<file path="src/rtl/cache_pkg.sv">
// Shared definitions for the cache line refill engine: FSM encoding, line size
// and the bit positions of the way/index load strobes.
package cache_pkg;

  typedef enum logic [1:0] {
    IDLE  = 2'd0,
    FETCH = 2'd1,
    WRITE = 2'd2,
    DONE  = 2'd3
  } fill_state_t;

  localparam int CACHE_LINE_WORDS = 4;

  localparam int LOAD_W0_I0 = 3;
  localparam int LOAD_W0_I1 = 2;
  localparam int LOAD_W1_I0 = 1;
  localparam int LOAD_W1_I1 = 0;

  // One-hot strobe for the cache data/tag registers of (way, index).
  function automatic logic [3:0] load_onehot(input logic way, input logic idx);
    logic [3:0] v;
    v = '0;
    case ({way, idx})
      2'b00:   v[LOAD_W0_I0] = 1'b1;
      2'b01:   v[LOAD_W0_I1] = 1'b1;
      2'b10:   v[LOAD_W1_I0] = 1'b1;
      default: v[LOAD_W1_I1] = 1'b1;
    endcase
    return v;
  endfunction

endpackage

</file>
<file path="src/rtl/cache_refill_16.sv">
// Cache line refill engine: fetches one line word-by-word from memory, then
// strobes it into the round-robin victim way of the missing index.
module cache_refill_16
  import cache_pkg::*;
#(
  parameter int WIDTH      = 32,
  parameter int LINE_WORDS = CACHE_LINE_WORDS
) (
  input  logic             clk,
  input  logic             rst,
  input  logic             miss_req,
  input  logic [1:0]       miss_tag,
  input  logic             miss_index,
  output logic             mem_req,
  output logic [4:0]       mem_addr,
  input  logic             mem_ack,
  input  logic [WIDTH-1:0] mem_rdata,
  output logic [1:0]       out_tag,
  output logic [WIDTH*8-1:0] out_cache_bus,
  output logic [3:0]       is_load_bus,
  output logic             busy,
  output logic             fill_done
);

  fill_state_t      state_q, state_d;
  logic [1:0]       cnt_q;
  logic [1:0]       tag_q;
  logic             idx_q;
  logic [1:0]       victim_q;
  logic [WIDTH-1:0] buf_q [LINE_WORDS];
  logic             last_word;

  assign last_word = (cnt_q == 2'(LINE_WORDS - 1));

  always_comb begin
    state_d = state_q;
    case (state_q)
      IDLE:    if (miss_req) state_d = FETCH;
      FETCH:   if (mem_ack && last_word) state_d = WRITE;
      WRITE:   state_d = DONE;
      default: state_d = IDLE;
    endcase
  end

  always_ff @(posedge clk or negedge rst) begin
    if (!rst) begin
      state_q  <= IDLE;
      cnt_q    <= '0;
      tag_q    <= '0;
      idx_q    <= 1'b0;
      victim_q <= '0;
      for (int k = 0; k < LINE_WORDS; k++) buf_q[k] <= '0;
    end else begin
      state_q <= state_d;
      case (state_q)
        IDLE: begin
          if (miss_req) begin
            tag_q <= miss_tag;
            idx_q <= miss_index;
            cnt_q <= '0;
            for (int k = 0; k < LINE_WORDS; k++) buf_q[k] <= '0;
          end
        end
        FETCH: begin
          if (mem_ack) begin
            buf_q[cnt_q] <= mem_rdata;
            cnt_q        <= cnt_q + 2'd1;
          end
        end
        DONE:    victim_q[idx_q] <= ~victim_q[idx_q];
        default: ;
      endcase
    end
  end

  assign mem_req   = (state_q == FETCH);
  assign mem_addr  = {tag_q, idx_q, cnt_q};
  assign busy      = (state_q != IDLE);
  assign fill_done = (state_q == DONE);
  assign out_tag   = tag_q;

  always_comb begin
    is_load_bus = '0;
    if (state_q == WRITE) is_load_bus = load_onehot(victim_q[idx_q], idx_q);
  end

  // Index 0 lines sit in the upper half of the bus, index 1 in the lower half.
  always_comb begin
    out_cache_bus = '0;
    for (int k = 0; k < LINE_WORDS; k++) begin
      if (!idx_q) out_cache_bus[WIDTH*(2*LINE_WORDS-1-k) +: WIDTH] = buf_q[k];
      else        out_cache_bus[WIDTH*(LINE_WORDS-1-k)   +: WIDTH] = buf_q[k];
    end
  end

endmodule

</file>
<file path="config.mk">
export PLATFORM = sky130hd
export DESIGN_NAME = cache_refill_16
export DESIGN_NICKNAME = d
export VERILOG_FILES = /design/src/rtl/cache_pkg.sv /design/src/rtl/cache_refill_16.sv
export SDC_FILE = /design/constraint.sdc
export NUM_CORES = 1
export LEC_CHECK = 0
export CORE_MARGIN = 1.5
export CORE_UTILIZATION = 43
export DETAILED_ROUTE_END_ITERATION = 6
export GPL_TIMING_DRIVEN = 0
export PLACE_DENSITY = 0.82
export SLEW_MARGIN = 20
export SYNTH_ARGS = -nofsm -noshare
export SYNTH_HDL_FRONTEND = slang
export SYNTH_SLANG_ARGS = --single-unit
</file>
<file path="constraint.sdc">
create_clock -name clk -period 2.2 [get_ports clk]
set_input_delay 0.33 -clock clk [delete_from_list [all_inputs] [get_ports clk]]
set_output_delay 0.33 -clock clk [all_outputs]
set_load 0.01 [all_outputs]
</file>
* Yosys cells after proc, flatten, opt, wreduce, memory -nomap -nowiden
Index checks and enable logic that the tools add are counted.
** Storage, ports and cells
- Bits in registers :: 137
- Output and inout bits :: 270
- Logic and storage cells :: 66
** Operators by class
- Add/sub/neg operators :: 1
- Magnitude comparators :: 4
- Equal/unequal tests :: 9
- Muxes and demuxes :: 30
- Bitwise operators :: 2
- Reduce and logical (&&, ||, !) cells :: 11
** Operator list (count)
- 2-to-1 mux 32 bit :: 9
- 2-to-1 mux 128 bit :: 2
- case mux 128 bit (2 select lines) :: 1
- bitwise mux 128 bit :: 1
- demux 32 bit (select 2 bit) :: 1
- equality test 2 bit (second input constant) :: 4
- 2-to-1 mux 2 bit :: 4
- 2-to-1 mux 1 bit :: 7
- case mux 2 bit (3 select lines) :: 1
- equality test 2 x 1 -> 1 bit (second input constant) :: 2
- logical NOT 2 bit :: 2
- 2-to-1 mux 4 bit :: 1
- inequality test 2 x 1 -> 1 bit (second input constant) :: 2
- case mux 2 bit (2 select lines) :: 1
- AND reduction 2 bit :: 2
- nonzero test 2 bit :: 2
- >= comparator 3 bit (second input constant) :: 1
- logical AND 1 bit :: 3
- < comparator 3 x 1 -> 1 bit (second input constant) :: 1
- inverter 2 -> 3 bit :: 1
- AND reduction 3 bit :: 1
- OR reduction 3 bit :: 1
- adder 2 x 1 -> 2 bit (second input constant) :: 1
- bitwise mux 2 bit :: 1
- other kinds (5) :: 5

* Longest topological paths before layout
- Word-level depth :: 8
- Mapped depth :: 7
- Mapped depth without buffers :: 5

* Worst setup path before layout
OpenSTA, ideal clock, no wires.
- Kind :: register to register
- Start :: register state_q[1]
- End :: register buf_q[95] in the netlist's numbering
- Setup time :: 0.125 ns
- Data arrival time :: 1.580 ns
- Slack :: 0.495 ns
- Cell stages (with the launch flop) :: 7
- Path buffers :: 1
- Clock period less this slack :: 1.705 ns
- Path through :: dfrtp_1 -> inv_1 -> ha_1 -> buf_4 -> mux2_4 -> nand3_2 -> mux2_2
** Between the ends
- Longest elaborated chain between the ends :: 3
- Elaborated cells between the ends (all ways) :: 7
** RTL lines
- start, declared :: line cache_refill_16.sv:25 : fill_state_t state_q, state_d;
- start signal, assigned :: line cache_refill_16.sv:54 : state_q <= state_d;
- equality test 2 x 1 -> 1 bit *
- named net mem_req :: line cache_refill_16.sv:14 : output logic mem_req,
- inequality test 2 x 1 -> 1 bit (no source line) or nonzero test 2 bit (tied branches)
- AND reduction 3 bit (no source line)
- end signal, assigned by index :: line cache_refill_16.sv:66 : buf_q[cnt_q] <= mem_rdata;
- end, declared :: line cache_refill_16.sv:30 : logic [WIDTH-1:0] buf_q [LINE_WORDS];
Mark *: on every way through the listed nets, which the timed path passes. The rest lies on a longest branch.
A chain may end at the register's enable or synchronous reset.

* Final worst setup path
- Start :: register state_q[0]
- End :: output port is_load_bus[0]
** Between the ends
- Longest elaborated chain between the ends :: 2
** RTL lines
- equality test 2 bit :: line cache_refill_16.sv:84 : if (state_q == WRITE) is_load_bus = load_onehot(victim_q[idx_q], idx_q);
- 2-to-1 mux 4 bit :: line cache_refill_16.sv:84
- end, declared :: line cache_refill_16.sv:20 : output logic [3:0] is_load_bus,
Every way passes these cells.

==> reports/qor_table.md <==
| Parameter | This run | Unit |
|---|---|---|
| Routed length per placed instance | 20.94 | um |
| Comb power frac | 0.442 | - |
| Inserted Diodes | 0 | - |
| Final count of negative-setup-slack endpoints | 1 | - |
| Clk sinks | 137 | - |
| Post-Layout Inst Area | 0.01145 | mm2 |
| First drt pass iteration count | 5 | - |
| Timing startpoint of the critical path | state_q[0] | - |
| Syn Area/Cell | 11.11 | um2 |
| Unique cell type count in the Yosys netlist | 34 | - |
| Number of DRC markers in iteration 0 | 367 | - |
| Cell area after synthesis | 0.007087 | mm2 |
| Placed cell area | 0.01047 | mm2 |
| Skew-Pair Late Insertion Delay | 420 | ps |
| Post-route antenna net violation count | 0 | - |
| Number of max-capacitance violations reported | 0 | - |
| Via count of the first global-routing pass | 6428 | - |
| Final max-slew violation count | 0 | - |
| Final Hold Violating Endpoints | 0 | - |
| Width of the die | 131.4 | um |
| Maximum number of buffers from clock root to sink | 2 | - |
| Number of CTS-inserted buffers | 17 | - |
| Post-synthesis net count | 687 | - |
| Grt total ovfl | 0 | - |
| Sequential share of power | 0.289 | - |
| Switching share of power | 0.3628 | - |
| Placer Congestion | 0.8615 | - |
| Crit Path Class | flip-flop to output port | - |
| Nature of the critical path endpoint | output port | - |
| Vias after detailed routing | 6407 | - |
| Post-synthesis sequential area ratio | 0.4838 | - |
| CTS tree | yes | - |
| Clock-pin slew reported for the worst setup and hold paths after clock tree synthesis | 60 | ps |
| Worst rel slew slack | 0.6735 | - |
| Violated checks | setup timing | - |
| Final net count | 1021 | - |
| Starting density of the core | 0.4429 | - |
| Most used cells in the layout excluding fill and tap cells | dlygate4sd2_1 (170), dfrtp_1 (136), and2_1 (128) | - |
| Most frequent standard cell in the layout excluding fill and tap cells | dlygate4sd2_1 | - |
| Path type of the worst min-delay path | input pin to asynchronous set/reset pin | - |
| Leak Pwr | 7.373 | nW |
| Initial antenna violation count | 0 | - |
| Beginning of the worst register-to-register path | state_q[0] | - |
| Critical Path Source Type | flip-flop | - |
| RSZ-0062 raised after global routing | true | - |
| First-pass GRT wire length | 38630 | um |
| Share of the clock period used by the worst path | 1.005 | - |
| Synthesized instance count | 638 | - |
| Data arrival at the endpoint of the critical path | 1880 | ps |
| Flip-flop and latch count after synthesis | 137 | - |
| Floorplan die height | 131.4 | um |
| Switch Pwr | 4.378 | mW |
| Maximum number of pins on one net before global-route repair | 76 | - |
| Quantity of I/O buffers inserted on ports | 308 | - |
| Post-Place Cells | 1163 | - |
| Final setup slack of the worst path | -10.10 | ps |
| Die Footprint | 0.01726 | mm2 |
| Total power consumption of the routed design | 12.07 | mW |
| Number of standard-cell rows in the floorplan | 46 | - |
| Slew @ Worst Pin | 489.7 | ps |
| Layout Cells excl Fill | 1200 | - |
| I/O pin total | 309 | - |
| Required time at the worst-slack endpoint | 1870 | ps |
| Power density normalized to cell area | 1054 | mW/mm2 |
| Floorplan Core Area | 0.01600 | mm2 |
| Aggregate global-route resource usage | 0.2904 | - |
| Buffer type at the clock tree root | clkbuf_16 | - |
| Routed Wire Length | 25120 | um |
| Critical-path maximum fanout | 5 | - |
| Half-perimeter wire length after detailed placement | 17950 | um |
| Cell internal power dissipation | 7.689 | mW |
| Share of total power in the clock network | 0.269 | - |
| Number of levels the H-tree was split into | 4 | - |
| Vias/cell | 5.339 | - |
| Post-route minimum period | 2210 | ps |
| Clock skew | 7.954 | ps |
| Worst IR Drop VDD | 0.7502 | mV |
| Share of cells above drive strength 1 | 0.1657 | - |
| Post-route DRC violation count | 0 | - |
| Timing-limited maximum frequency | 0.4525 | GHz |
| Area growth from synthesis to final layout | 61.62 | % |
| Number of warning messages in the yosys log | 0 | - |
| Run status | finished with violations | - |
power groups by stage:
stage	Combinational, mW	Sequential (mW)	Clock [mW]
finish	5.33	3.49	3.25
global route	5.70	3.55	3.38
CTS	5.27	3.47	3.28
detailed placement	5.07	3.49	0
global placement	4.95	3.49	0
floorplan	2.68	3.34	0
cells in the mapped netlist (all sizes together):
master / number / area [um2]
a21boi: 2 / 15.01
a22o: 126 / 1160
and2: 128 / 800.8
and2b: 2 / 18.77
and3: 3 / 18.77
and3b: 1 / 8.760
buf: 30 / 235.2
clkbuf: 27 / 101.4
dfrtp: 137 / 3428
ha: 10 / 125.1
inv: 5 / 18.77
mux2: 7 / 82.57
nand2: 4 / 22.52
nand2b: 8 / 52.55
nand3: 5 / 45.04
nand4: 1 / 6.260
nor2: 2 / 7.510
nor2b: 128 / 800.8
nor3b: 5 / 82.58
o21a: 1 / 7.510
o21ai: 1 / 5.000
o221ai: 1 / 8.760
o2bb2ai: 1 / 8.760
o32ai: 1 / 8.760
xnor2: 2 / 17.52
cell families (layout without fill, tap and decap cells):
group / count (synthesis) / after routing / share of synthesized area
AOI/OAI and AO/OA: 133 / 133 / 0.1713
xor gates and xnor gates: 2 / 2 / 0.002472
adders and majority gates: 10 / 10 / 0.01766
buffers and inverters: 62 / 408 / 0.05014
DFF: 137 / 137 / 0.4838
muxes: 7 / 7 / 0.01165
and+or+nand+nor: 287 / 287 / 0.2631
worst max-delay path, cell delays in order, from the launching register on:
cell and delay (ps):
dfrtp_1 380, inv_1 120, ha_2 230, and3_1 180
clkdlybuf4s50_1 550
repair_timing:
item,4_1_cts,5_1_grt
endpoints found under the setup margin,261,101
hold buffers,1,0
resized for setup,249,105
gates cloned,0,0
buffers inserted,1,4
endpoints found under the hold margin,62,0
final timing paths:
| path | to | slack (ps) | depth (start not counted) |
|---|---|---|---|
| min in group clk | victim_q[0] | 500 | 1 |
| max in group asynchronous | buf_q[17] | 1030 | 3 |
| min reg2reg | victim_q[0] | 500 | 1 |
| min | out_tag[1] | 430 | 2 |
| max reg2reg | buf_q[84] | 240 | 7 |
| max | is_load_bus[0] | -10 | 4 |
metal layers:
metal / share of wire / track usage
met1: 0.40 / 0.3722
met2: 0.50 / 0.4912
met3: 0.067 / 0.05748
met4: 0.027 / 0.1006
met5: 0 / 0
sequential cells by signal, indices dropped and copies added, names as in the netlist:
register and flops:
cnt_q 2, victim_q 2, out_tag 2, idx_q 1, buf_q 128, state_q 2
stage by stage:
stage | TNS, ps | util | worst slack (ps) | hold WS, ps
after floorplan | 0 | - | 495.2 | 34.41
after global placement | -665740 | 0.6525 | -4509 | 483.2
after CTS | -9330 | 0.6988 | -170.3 | 441.3
after detailed placement | -52190 | 0.6545 | -486.9 | 293.4
after global routing | -190.5 | 0.7158 | -103.9 | 479.5
final | -10.10 | 0.7158 | -10.10 | 425.1
final cells by class:
class,count,area [um2]
fill,1241,4547
sequential,137,3430
multi-input combinational,439,3311
timing repair buffer,315,3161
buffer,57,589.3
clock buffer,19,452.9
tap,216,270.3
clock inverter,12,221.5
inverter,5,18.77
(Power assumes the default switching activity.)
